File: src/rtl/hud_text_ram.sv
// hud_text_ram: character RAM for the HUD text row. The host writes label text
// through the write port and the renderer reads through a registered port. An
// internal formatter converts each live numeric field (double-dabble) and writes
// its ASCII digits into that field's fixed slot.
module hud_text_ram #(
    parameter int                           DEPTH      = 160,
    parameter int                           ADDR_W     = 8,
    parameter int                           NUM_FIELDS = 2,
    parameter int                           VAL_W      = 10,
    parameter int                           DIGITS     = 3,
    parameter logic [NUM_FIELDS*ADDR_W-1:0] FIELD_BASE = {8'd32, 8'd7},
    parameter bit                           BLANK_LZ   = 1'b0
) (
    input  logic                        Clk,
    input  logic                        Reset,
    input  logic [NUM_FIELDS*VAL_W-1:0] values,
    input  logic [7:0]                  data_In,
    input  logic [ADDR_W-1:0]           write_address,
    input  logic                        we,
    input  logic [ADDR_W-1:0]           read_address,
    output logic [7:0]                  data_Out,
    output logic                        busy,
    output logic                        update_done
);
    localparam int BCD_W   = DIGITS * 4;
    localparam int FW      = (NUM_FIELDS > 1) ? $clog2(NUM_FIELDS) : 1;
    localparam int CW      = (VAL_W > 1) ? $clog2(VAL_W) : 1;
    localparam int KW      = (DIGITS > 1) ? $clog2(DIGITS) : 1;
    localparam int MAX_VAL = 10**DIGITS - 1;
    localparam logic [VAL_W-1:0] SAT_VAL = VAL_W'(MAX_VAL);

    typedef enum logic [1:0] {IDLE, LOAD, CONVERT, WRITE} state_t;

    // Power-up image: blank row, with every digit slot pre-filled with '0'.
    function automatic logic [DEPTH-1:0][7:0] mem_init();
        logic [DEPTH-1:0][7:0] m;
        logic [ADDR_W-1:0]     a;
        m = '0;
        for (int f = 0; f < NUM_FIELDS; f++) begin
            for (int d = 0; d < DIGITS; d++) begin
                a = FIELD_BASE[f*ADDR_W +: ADDR_W] + ADDR_W'(d);
                if (int'(FIELD_BASE[f*ADDR_W +: ADDR_W]) + d < DEPTH)
                    m[a] = 8'h30;
            end
        end
        return m;
    endfunction

    // Next field in round-robin order, wrapping at NUM_FIELDS.
    function automatic logic [FW-1:0] rr_idx(input logic [FW-1:0] base, input int off);
        int s;
        s = int'(base) + off;
        if (s >= NUM_FIELDS) s = s - NUM_FIELDS;
        return FW'(s);
    endfunction

    logic [DEPTH-1:0][7:0] mem = mem_init();

    state_t                             state, state_nx;
    logic [NUM_FIELDS-1:0]              dirty, pend;
    logic [NUM_FIELDS-1:0][VAL_W-1:0]   shadow;
    logic [FW-1:0]                      sel, rr, pick;
    logic                               any_pend;
    logic [VAL_W-1:0]                   bin, cur_val;
    logic [BCD_W-1:0]                   bcd, bcd_adj;
    logic [CW-1:0]                      cnt;
    logic [KW-1:0]                      k;
    logic                               seen_nz, last_digit, blank;
    logic [3:0]                         nib;
    logic [7:0]                         digit_char;
    logic [ADDR_W-1:0]                  field_base, fmt_addr;
    logic                               wr_en;
    logic [ADDR_W-1:0]                  wr_addr;
    logic [7:0]                         wr_data;

    // A field needs refreshing if flagged or if its live value differs from the last one converted.
    always_comb begin
        pend = '0;
        for (int f = 0; f < NUM_FIELDS; f++)
            pend[f] = dirty[f] | (values[f*VAL_W +: VAL_W] != shadow[f]);
    end

    // Round-robin pick of the first pending field at or after rr.
    always_comb begin
        pick     = '0;
        any_pend = 1'b0;
        for (int o = NUM_FIELDS - 1; o >= 0; o--) begin
            if (pend[rr_idx(rr, o)]) begin
                pick     = rr_idx(rr, o);
                any_pend = 1'b1;
            end
        end
    end

    // Per-field muxes for the field being serviced, plus digit rendering.
    always_comb begin
        cur_val    = '0;
        field_base = '0;
        for (int f = 0; f < NUM_FIELDS; f++) begin
            if (sel == FW'(f)) begin
                cur_val    = values[f*VAL_W +: VAL_W];
                field_base = FIELD_BASE[f*ADDR_W +: ADDR_W];
            end
        end
        nib = '0;
        for (int d = 0; d < DIGITS; d++)
            if (k == KW'(DIGITS - 1 - d)) nib = bcd[d*4 +: 4];
        last_digit = (k == KW'(DIGITS - 1));
        blank      = BLANK_LZ && !seen_nz && (nib == 4'd0) && !last_digit;
        digit_char = blank ? 8'h20 : {4'h3, nib};
        fmt_addr   = field_base + ADDR_W'(k);
    end

    // Double-dabble correction: bump every nibble >= 5 by 3 before the shift.
    always_comb begin
        bcd_adj = bcd;
        for (int d = 0; d < DIGITS; d++)
            if (bcd[d*4 +: 4] >= 4'd5) bcd_adj[d*4 +: 4] = bcd[d*4 +: 4] + 4'd3;
    end

    // Write-port arbitration: the host always wins, the formatter retries.
    always_comb begin
        wr_en   = 1'b0;
        wr_addr = write_address;
        wr_data = data_In;
        if (we) begin
            wr_en = 1'b1;
        end else if (state == WRITE) begin
            wr_en   = 1'b1;
            wr_addr = fmt_addr;
            wr_data = digit_char;
        end
    end

    // Character array; never cleared by Reset, out-of-range writes dropped.
    always_ff @(posedge Clk) begin
        if (wr_en && (int'(wr_addr) < DEPTH)) mem[wr_addr] <= wr_data;
    end

    // Registered read port; read-during-write returns the old cell.
    always_ff @(posedge Clk) begin
        if (Reset)                              data_Out <= 8'h00;
        else if (int'(read_address) < DEPTH)    data_Out <= mem[read_address];
        else                                    data_Out <= 8'h00;
    end

    // Change tracking: shadow captures on LOAD, dirty sticks until then.
    always_ff @(posedge Clk) begin
        if (Reset) begin
            dirty  <= '1;
            shadow <= '0;
        end else begin
            for (int f = 0; f < NUM_FIELDS; f++) begin
                if (state == LOAD && sel == FW'(f)) begin
                    dirty[f]  <= 1'b0;
                    shadow[f] <= values[f*VAL_W +: VAL_W];
                end else if (pend[f]) begin
                    dirty[f] <= 1'b1;
                end
            end
        end
    end

    // Formatter state register.
    always_ff @(posedge Clk) begin
        if (Reset) state <= IDLE;
        else       state <= state_nx;
    end

    // Formatter next state and status outputs.
    always_comb begin
        state_nx    = state;
        busy        = (state != IDLE);
        update_done = 1'b0;
        case (state)
            IDLE:    if (any_pend) state_nx = LOAD;
            LOAD:    state_nx = CONVERT;
            CONVERT: if (cnt == CW'(VAL_W - 1)) state_nx = WRITE;
            WRITE: begin
                if (!we && last_digit) begin
                    state_nx    = IDLE;
                    update_done = 1'b1;
                end
            end
            default: state_nx = IDLE;
        endcase
    end

    // Formatter datapath: field select, saturation, shift-add-3, digit index.
    always_ff @(posedge Clk) begin
        if (Reset) begin
            sel     <= '0;
            rr      <= '0;
            bin     <= '0;
            bcd     <= '0;
            cnt     <= '0;
            k       <= '0;
            seen_nz <= 1'b0;
        end else begin
            case (state)
                IDLE: if (any_pend) sel <= pick;
                LOAD: begin
                    bin     <= (int'(cur_val) > MAX_VAL) ? SAT_VAL : cur_val;
                    bcd     <= '0;
                    cnt     <= '0;
                    k       <= '0;
                    seen_nz <= 1'b0;
                    rr      <= (sel == FW'(NUM_FIELDS - 1)) ? '0 : sel + 1'b1;
                end
                CONVERT: begin
                    {bcd, bin} <= {bcd_adj, bin} << 1;
                    cnt        <= cnt + 1'b1;
                end
                WRITE: begin
                    if (!we) begin
                        if (!last_digit)   k       <= k + 1'b1;
                        if (nib != 4'd0)   seen_nz <= 1'b1;
                    end
                end
                default: ;
            endcase
        end
    end
endmodule

File: config.mk
export PLATFORM = sky130hd
export DESIGN_NAME = hud_text_ram
export DESIGN_NICKNAME = d
export VERILOG_FILES = /design/src/rtl/hud_text_ram.sv
export SDC_FILE = /design/constraint.sdc
export NUM_CORES = 1
export LEC_CHECK = 0
export CORE_ASPECT_RATIO = 1.2
export CORE_UTILIZATION = 40
export DETAILED_ROUTE_END_ITERATION = 12
export HOLD_SLACK_MARGIN = 0.08
export SLEW_MARGIN = 30
export SYNTH_ARGS = -nofsm -noshare
export SYNTH_HDL_FRONTEND = slang
export SYNTH_SLANG_ARGS = --single-unit
export TNS_END_PERCENT = 5
File: constraint.sdc
create_clock -name Clk -period 12.6 [get_ports Clk]
set_input_delay 1.26 -clock Clk [delete_from_list [all_inputs] [get_ports Clk]]
set_output_delay 1.26 -clock Clk [all_outputs]
set_load 0.01 [all_outputs]
=== After elaboration in Yosys (flattened, before gate mapping) ===
Cells that the tools add are included.

* Add/subtract/negate cells: 10
* $lt $le $gt $ge: 13
* Equality and inequality tests: 13
* Multiplexer cells: 47
* Bitwise gates (word level): 4
* Reductions and logical operators: 17

{| class="wikitable"
|+ Operator list
! kind !! number
|-
| 1280-bit bitwise mux || 1
|-
| 8-bit binary-select mux with 8-bit select || 1
|-
| 8-bit demux with 8-bit select || 1
|-
| 8-bit 2-to-1 mux || 6
|-
| 12-bit one-hot mux with 2 select lines || 1
|-
| 10-bit 2-to-1 mux || 2
|-
| 4-bit 2-to-1 mux || 5
|-
| 10-bit inequality test || 2
|-
| 10-bit one-hot mux with 2 select lines || 1
|-
| 1-bit 2-to-1 mux || 19
|-
| 8-bit by 9-bit < comparator with 1-bit output, second input constant || 2
|-
| 8-bit < comparator, second input constant || 2
|-
| 4-bit by 3-bit greater-or-equal comparator with 1-bit output, second input constant || 3
|-
| 10-bit > comparator, second input constant || 1
|-
| 2-bit 2-to-1 mux || 5
|-
| 2-bit nonzero test || 5
|-
| 4-bit by 2-bit adder with 4-bit output, second input constant || 2
|-
| 8-bit by 2-bit adder with 8-bit output || 1
|-
| 8-bit by 1-bit greater-or-equal comparator with 1-bit output, second input constant || 1
|-
| 2-bit inequality test, second input constant || 4
|-
| 2-bit one-hot mux with 4 select lines || 1
|-
| 4-bit one-hot mux with 2 select lines || 1
|-
| 2-bit equality test, second input constant || 3
|-
| 6-bit 2-to-1 mux || 1
|-
| 22 further kinds || 33
|}

* Flip-flop bits (word level): 1,342
* Output and inout port bits: 10

=== Longest topological paths before layout ===
Gate-level depths: netlist (run 1).

* Depth after elaboration: 9
* Depth in mapped cells: 11

=== Worst setup path after synthesis (run 1) ===
OpenSTA, ideal clock, no wires.

* Path type: input -> register
* From: in we
* To: reg mem[0] (netlist name) (data pin)
* Library setup time: 1.444 ns
* Data arrival time: 8.232 ns
* Required time: 11.156 ns
* Slack: 2.924 ns
* Cell stages on the path: 5
* Cell sequence: clkbuf_1 nand2b_1 clkbuf_1 clkbuf_1 o21ai_0

* Elaborated cells on any way between the ends: 8
* Classes of those cells: order compare: 2; mux: 5; reduce/logical: 1

{| class="wikitable"
|+ RTL lines
! what !! RTL line !! source
|-
| start: declaration || 19 || <nowiki>input logic we,</nowiki>
|-
| 8-bit 2-to-1 mux || 126 || <nowiki>if (we) begin</nowiki>
|-
| via wr_data[0] || 74 || <nowiki>logic [7:0] wr_data;</nowiki>
|-
| 1280-bit bitwise mux || 137 || <nowiki>if (wr_en && (int'(wr_addr) < DEPTH)) mem[wr_addr] <= wr_data;</nowiki>
|-
| end: declaration || 57 || <nowiki>logic [DEPTH-1:0][7:0] mem = mem_init();</nowiki>
|}

The timed path passes the listed nets, and every way through them passes these cells.
A chain may end at the register's enable or synchronous reset.

=== Worst setup path after layout (run 1) ===
* From: in read_address[0]
* To: reg data_Out[2]

* Longest elaborated chain between the ends: 3
* Elaborated cells on any way between the ends: 5
* Classes of those cells: order compare: 1; mux: 2; bitwise: 1; reduce/logical: 1

{| class="wikitable"
|+ Ends and longest elaborated chain
! what !! RTL line !! source
|-
| start: declaration || 20 || <nowiki>input logic [ADDR_W-1:0] read_address,</nowiki>
|-
| branches (longest 3 deep; another with 8-bit binary-select mux with 8-bit select) || - ||
|-
| end: declaration || 21 || <nowiki>output logic [7:0] data_Out,</nowiki>
|}

Several ways; the timed one is not identified. The select of a mux whose other input is x is not followed.

==> impl_metrics.toml, run 1 <==
[run_status]
status = "finished, final reports clean"

[clock_network]
cts_hold_buf = 0
clkTransAtPathRegs_ns = 0.06
cts_setup_buffers = 0
worstSkewPairLatency_ns = 0.76
cts-root-buf = "clkbuf_16"
cts_tree = "done"
cts_sinks = 1342
ctsLongestPathBuffers = 3
htreeDepth = 4
cts-resized-gates = 0
cts_made_buffers = 130

[worst_setup_path]
r2r.worst_path.cells = 6
r2r_setup_slack_ns = 7.80
endpoint = "data_Out[2]"
endpoint_kind = "flip-flop"
reg2reg_from = "sel"
cp-startpoint = "read_address[0]"
worstSetupStartpointType = "primary input"
crit_type = "in2reg"
cp_data_required_time_ns = 13.20
cp.arrival_ns = 5.43
r2r-end = "mem[545]"
cp_max_fo = 76

[route]
drc = 0
firstDrtPassIters = 5
ant_nets = 0
wl_um = 128100
vias = 26090
drtIter0Drc = 2546
vias_per_cell = 5.752
wl_per_cell_um = 28.24

[synth]
ys_seq_elements = 1342
syn_inst = 2650
ys_warn_count = 0
async_flop_share_pct = 0
synth_top_area_cell = "edfxtp_1"
synth_nets = 2716
synth_ff_type = "edfxtp_1"
synth_edf_count = 1280
synth_area_leaders = "edfxtp_1 73%, mux4_2 14%, dfxtp_1 2.4%, nor2_1 1.6%, mux2i_1 1.3%"
syn_area_mm2 = 0.05270
synth_cell_types = 54
avgSynthCellArea_um2 = 19.89
ys_seq_area_share_pct = 75.29
synth.top_cell.area_share_pct = 72.93

[sta]
hold_slack_ns = 0.4704
fin_crit_ns = 4.826
fin_setup_tns_ns = 0
fin_skew_ns = 0.02961
maxSlewHeadroom_pct = 28.05
fmax_mhz = 207.2
fin_crit_sh_pct = 38.30
rsz0062_at_grt = "no"
maxSlewViolCount = 0
setup_viol_count_final = 0
hold_viol = 0
worst_slack_ns = 7.774
worst_pin_slew_ns = 1.077

[place]
gp_congestion = 0.8175
dp_hpwl_um = 79130
io_buffer_count = 56
dp_slack_ns = 6.930

[floorplan]
core_mm2 = 0.1304
floorplan.rows = 145
start_util_pct = 40.40
io_pins = 57
dieHeight_um = 399.6
die_w_um = 333.4
die-area_mm2 = 0.1332

[global_routing]
grt_pass1_vias = 27150
grt_antenna_before_repair = 2
grt-ovfl-total = 0
grt_usage_pct = 19.41
grt_pass1_wl_um = 186100
grt_max_degree = 149

[flow_run]
cap_violations = 0

[finish]
insertedDiodeCount = 0
nNetsFinal = 2806
fill_cells = 10720
drive_gt1_share_pct = 21.86
syn_to_final_growth_pct = 12.87

[power]
pwr_density_cell_mw_per_mm2 = 161.1
p_leak_uw = 0.01825
worst_ir_drop_vdd_uv = 118.5

[min_path]
hp-class = "reg2reg"
[sequential cells by signal (all words and copies together) (netlist names)]
signal and count:
bcd 12, k 2, rr 1, state 2
data_Out 8, cnt 4, shadow 20, mem 1280
dirty 2, sel 1, bin 10
[Yosys cell counts, types with 4 or more instances]
cell         n
edfxtp_1  1280
mux4_2     331
nor2_1     220
nand2_1    140
mux2i_1     68
a21oi_1     63
dfxtp_1     62
clkbuf_1    53
buf_2       48
o22ai_1     42
nand3_1     29
o21ai_0     26
a22oi_1     22
a32oi_1     19
buf_4       19
ha_1        18
xnor2_1     17
inv_1       16
nor3_1      15
nand2b_1    14
nor2b_1     14
buf_6       12
o41ai_1     11
a211oi_1     9
nand4_1      9
xor2_1       9
buf_1        7
o221ai_1     7
a31oi_1      6
and2_1       6
a221oi_1     5
or3_1        5
mux2_2       4
nand3b_1     4
o31ai_1      4
or4_1        4
[cells in the final DEF, fill, tap and decap left out, drive strengths merged, types with 5 or more instances in the layout]
cell,instances
nor2b,14
clkdlybuf4s50,50
inv,21
clkbuf,170
o221ai,7
nand2,140
a221oi,7
mux4,331
bufinv,10
nand3,29
xnor2,17
ha,18
o21ai,29
a21oi,63
a211oi,9
o22ai,42
nand2b,14
clkinv,51
nand4,9
edfxtp,1280
and2,6
a32oi,19
or3,5
buf,50
o41ai,11
nor2,220
dfxtp,62
mux2i,68
xor2,9
a22oi,22
nor3,15
a31oi,6
[worst min path at each step]
stage | startpoint | endpoint | slack, ns | cells after the start
floorplan | shadow[11] | shadow[11] | 0.45 | 2
global placement | shadow[11] | shadow[11] | 0.46 | 2
detailed placement | shadow[16] | shadow[16] | 0.46 | 2
CTS | shadow[16] | shadow[16] | 0.47 | 2
global route | shadow[2] | shadow[2] | 0.49 | 2
finish | shadow[12] | shadow[12] | 0.47 | 2
[layer usage]
layer / GRT usage (%) / vias to the layer above / wire length (um)
li1: - / 11030 / -
met1: 24.22 / 13830 / 49480
met2: 33.65 / 1038 / 65860
met3: 4.129 / 182 / 8930
met4: 6.394 / 4 / 3782
met5: 0 / - / 24
[per-stage QoR]
step	total power (uW)	cell area [um^2]	utilization [%]	std cells
2_1_floorplan	5558	52700	-	2650
3_3_place_gp	5757	54960	42.13	4291
3_5_place_dp	5788	55080	42.22	4294
4_1_cts	9644	59360	45.51	4531
5_1_grt	9853	59490	45.60	4535
6_report	9583	59490	45.60	4535
[power breakdown]
part	internal (uW)	switching, uW	total (uW)	leakage (uW)
combinational	228	454	682	0.00414
sequential	4980	29.9	5010	0.0120
clock	2250	1650	3890	0.00210
total	7450	2130	9580	0.0182
[layout make-up]
| class | instances | area (um^2) | share of cell area, % |
|---|---|---|---|
| multi-input combinational | 1147 | 12340 | 20.75 |
| timing repair buffer | 100 | 996.0 | 1.674 |
| clock buffer | 170 | 3633 | 6.108 |
| clock inverter | 67 | 649.4 | 1.092 |
| inverter | 19 | 71.32 | 0.1199 |
| sequential | 1342 | 39680 | 66.70 |
| tap | 1690 | 2115 | 3.555 |
[worst max-delay path, stage by stage]
cell and delay [ns]:
buf_8 0.57, buf_4 0.75, buf_4 0.80, mux4_2 0.61, mux2_2 0.27, a21oi_1 0.13, o22ai_1 0.11, nor3_1 0.57
o22ai_1 0.17
[logic make-up (layout without fill, tap and decap cells)]
logic type                 Yosys count  count (layout)  synth area share, %
adders and majority gates           19              19               0.4653
AOI/OAI and AO/OA                  234             234                2.941
buffers and inverters              161             356                1.626
and+or+nand+nor                    465             465                3.727
xor gates and xnor gates            26              26               0.4321
DFF                               1342            1342                75.29
muxes                              403             403                15.52
Power figures use the tool's default switching activity.
==> inputs of run 2 (changes only) <==
clock period = 4.2 ns   (was 12.6 ns; I/O delays follow)
==> impl_metrics.toml, run 2 (synthesis gave the netlist of run 1 again) <==
[clock_network]
ctsLongestPathBuffers = 3
htreeDepth = 4
cts-resized-gates = 0
cts_sinks = 1342
cts_hold_buf = 0
clkTransAtPathRegs_ns = 0.07
cts-root-buf = "clkbuf_16"
cts_made_buffers = 130
cts_setup_buffers = 0
worstSkewPairLatency_ns = 0.77
cts_tree = "done"

[place]
dp_hpwl_um = 85710
gp_congestion = 0.8941
dp_cells = 4414
dpl_cell_area_mm2 = 0.05619
io_buffer_count = 56

[power]
worst_ir_drop_vdd_uv = 406.4
pwr_density_cell_mw_per_mm2 = 477.1
p_leak_uw = 0.01889
power_uw = 28850

[sta]
fin_skew_ns = 0.02649
maxSlewViolCount = 0
hold_viol = 0
fmax_mhz = 272.8
fin_crit_sh_pct = 87.28
maxSlewHeadroom_pct = 33.62
setup_viol_count_final = 0
rsz0062_at_grt = "no"
hold_slack_ns = 0.2762
fin_crit_ns = 3.666
fin_setup_tns_ns = 0
worst_pin_slew_ns = 0.9920

[worst_setup_path]
endpoint_kind = "flip-flop"
cp_max_fo = 10
reg2reg_from = "sel"
cp_data_required_time_ns = 4.58
cp.arrival_ns = 4.05
worstSetupStartpointType = "flip-flop"
cp-startpoint = "sel"
crit_type = "reg2reg"

[route]
vias_per_cell = 5.722
drtIter0Drc = 2744
ant_nets = 0
wl_um = 133200
vias = 26590
firstDrtPassIters = 7
drc = 0
wl_per_cell_um = 28.66

[global_routing]
grt_antenna_before_repair = 3
grt_pass1_vias = 27680
grt_usage_pct = 20.26
grt-ovfl-total = 0
grt_pass1_wl_um = 194000
grt_max_degree = 161

[floorplan]
core_mm2 = 0.1304
dieHeight_um = 399.6
floorplan.rows = 145
die_w_um = 333.4
die-area_mm2 = 0.1332
io_pins = 57
start_util_pct = 40.40

[min_path]
hp-class = "in2reg"
hold_start = "Reset"

[finish]
top_regs = "mem: 1280 flops, shadow: 20 flops, bcd: 12 flops"
largest_reg_flops = 1280
final_cell_area_mm2 = 0.06046
stdcell_count = 4648
insertedDiodeCount = 0
syn_to_final_growth_pct = 14.73
final_cell_mix = "1280 x edfxtp_1, 331 x mux4_2, 213 x nor2_1, 140 x nand2_1"
drive_gt1_share_pct = 24.48
regMostFlops = "mem"
mostFrequentLayoutCell = "edfxtp_1"
nNetsFinal = 2923

[run_status]
status = "finished, final reports clean"

[flow_run]
cap_violations = 0
## run 2: cell types whose count changed in the layout (fill, tap and decap cells not counted), sizes merged
cell,change
clkbuf,-14
buf,+117
inv,+4
clkinvlp,+4
clkinv,+2
## run 2: final timing paths
check	to	slack (ns)	depth (start not counted)
setup / recovery	mem[490]	0.53	7
hold / removal	state[1]	0.28	3
setup reg to reg	mem[490]	0.53	7
hold reg to reg	shadow[8]	0.47	2
## run 2: metal layers
metal / global-route usage (%) / part of all wire [%]
met1: 25.54 / 39
met2: 35.25 / 51
met3: 3.601 / 6.7
met4: 6.912 / 3.2
met5: 0 / 0.031
## run 2: metrics by stage
stage               setup slack (ns)  utilization, %
global placement              0.5178           43.06
global route                  0.4278           46.35
floorplan                     -1.898               -
detailed placement            0.5106           43.08
finish                        0.5341           46.35
CTS                           0.6127           46.33
## run 2: area by class of cell
cell class / count / area, um^2
multi-input cells: 1147 / 12270
flip-flops and latches: 1342 / 39680
clock buffers: 156 / 3510
fillers: 10680 / 69980
well taps: 1690 / 2115
inverters: 19 / 71.32
repair buffers: 217 / 2082
clock inverters: 77 / 734.5
## run 2: worst max-delay path: stages, from the launching register on
cell and delay [ns]:
dfxtp_1 0.31, inv_1 0.24, ha_1 0.24, fa_1 0.47, nand2b_1 0.17, o21ai_1 0.27
nand2_1 0.67, nor2_1 0.90
## run 2: where the power goes
part	internal, uW	total (uW)	switching, uW
clock	6620	11600	5010
sequential	14900	15000	76.5
combinational	767	2200	1430
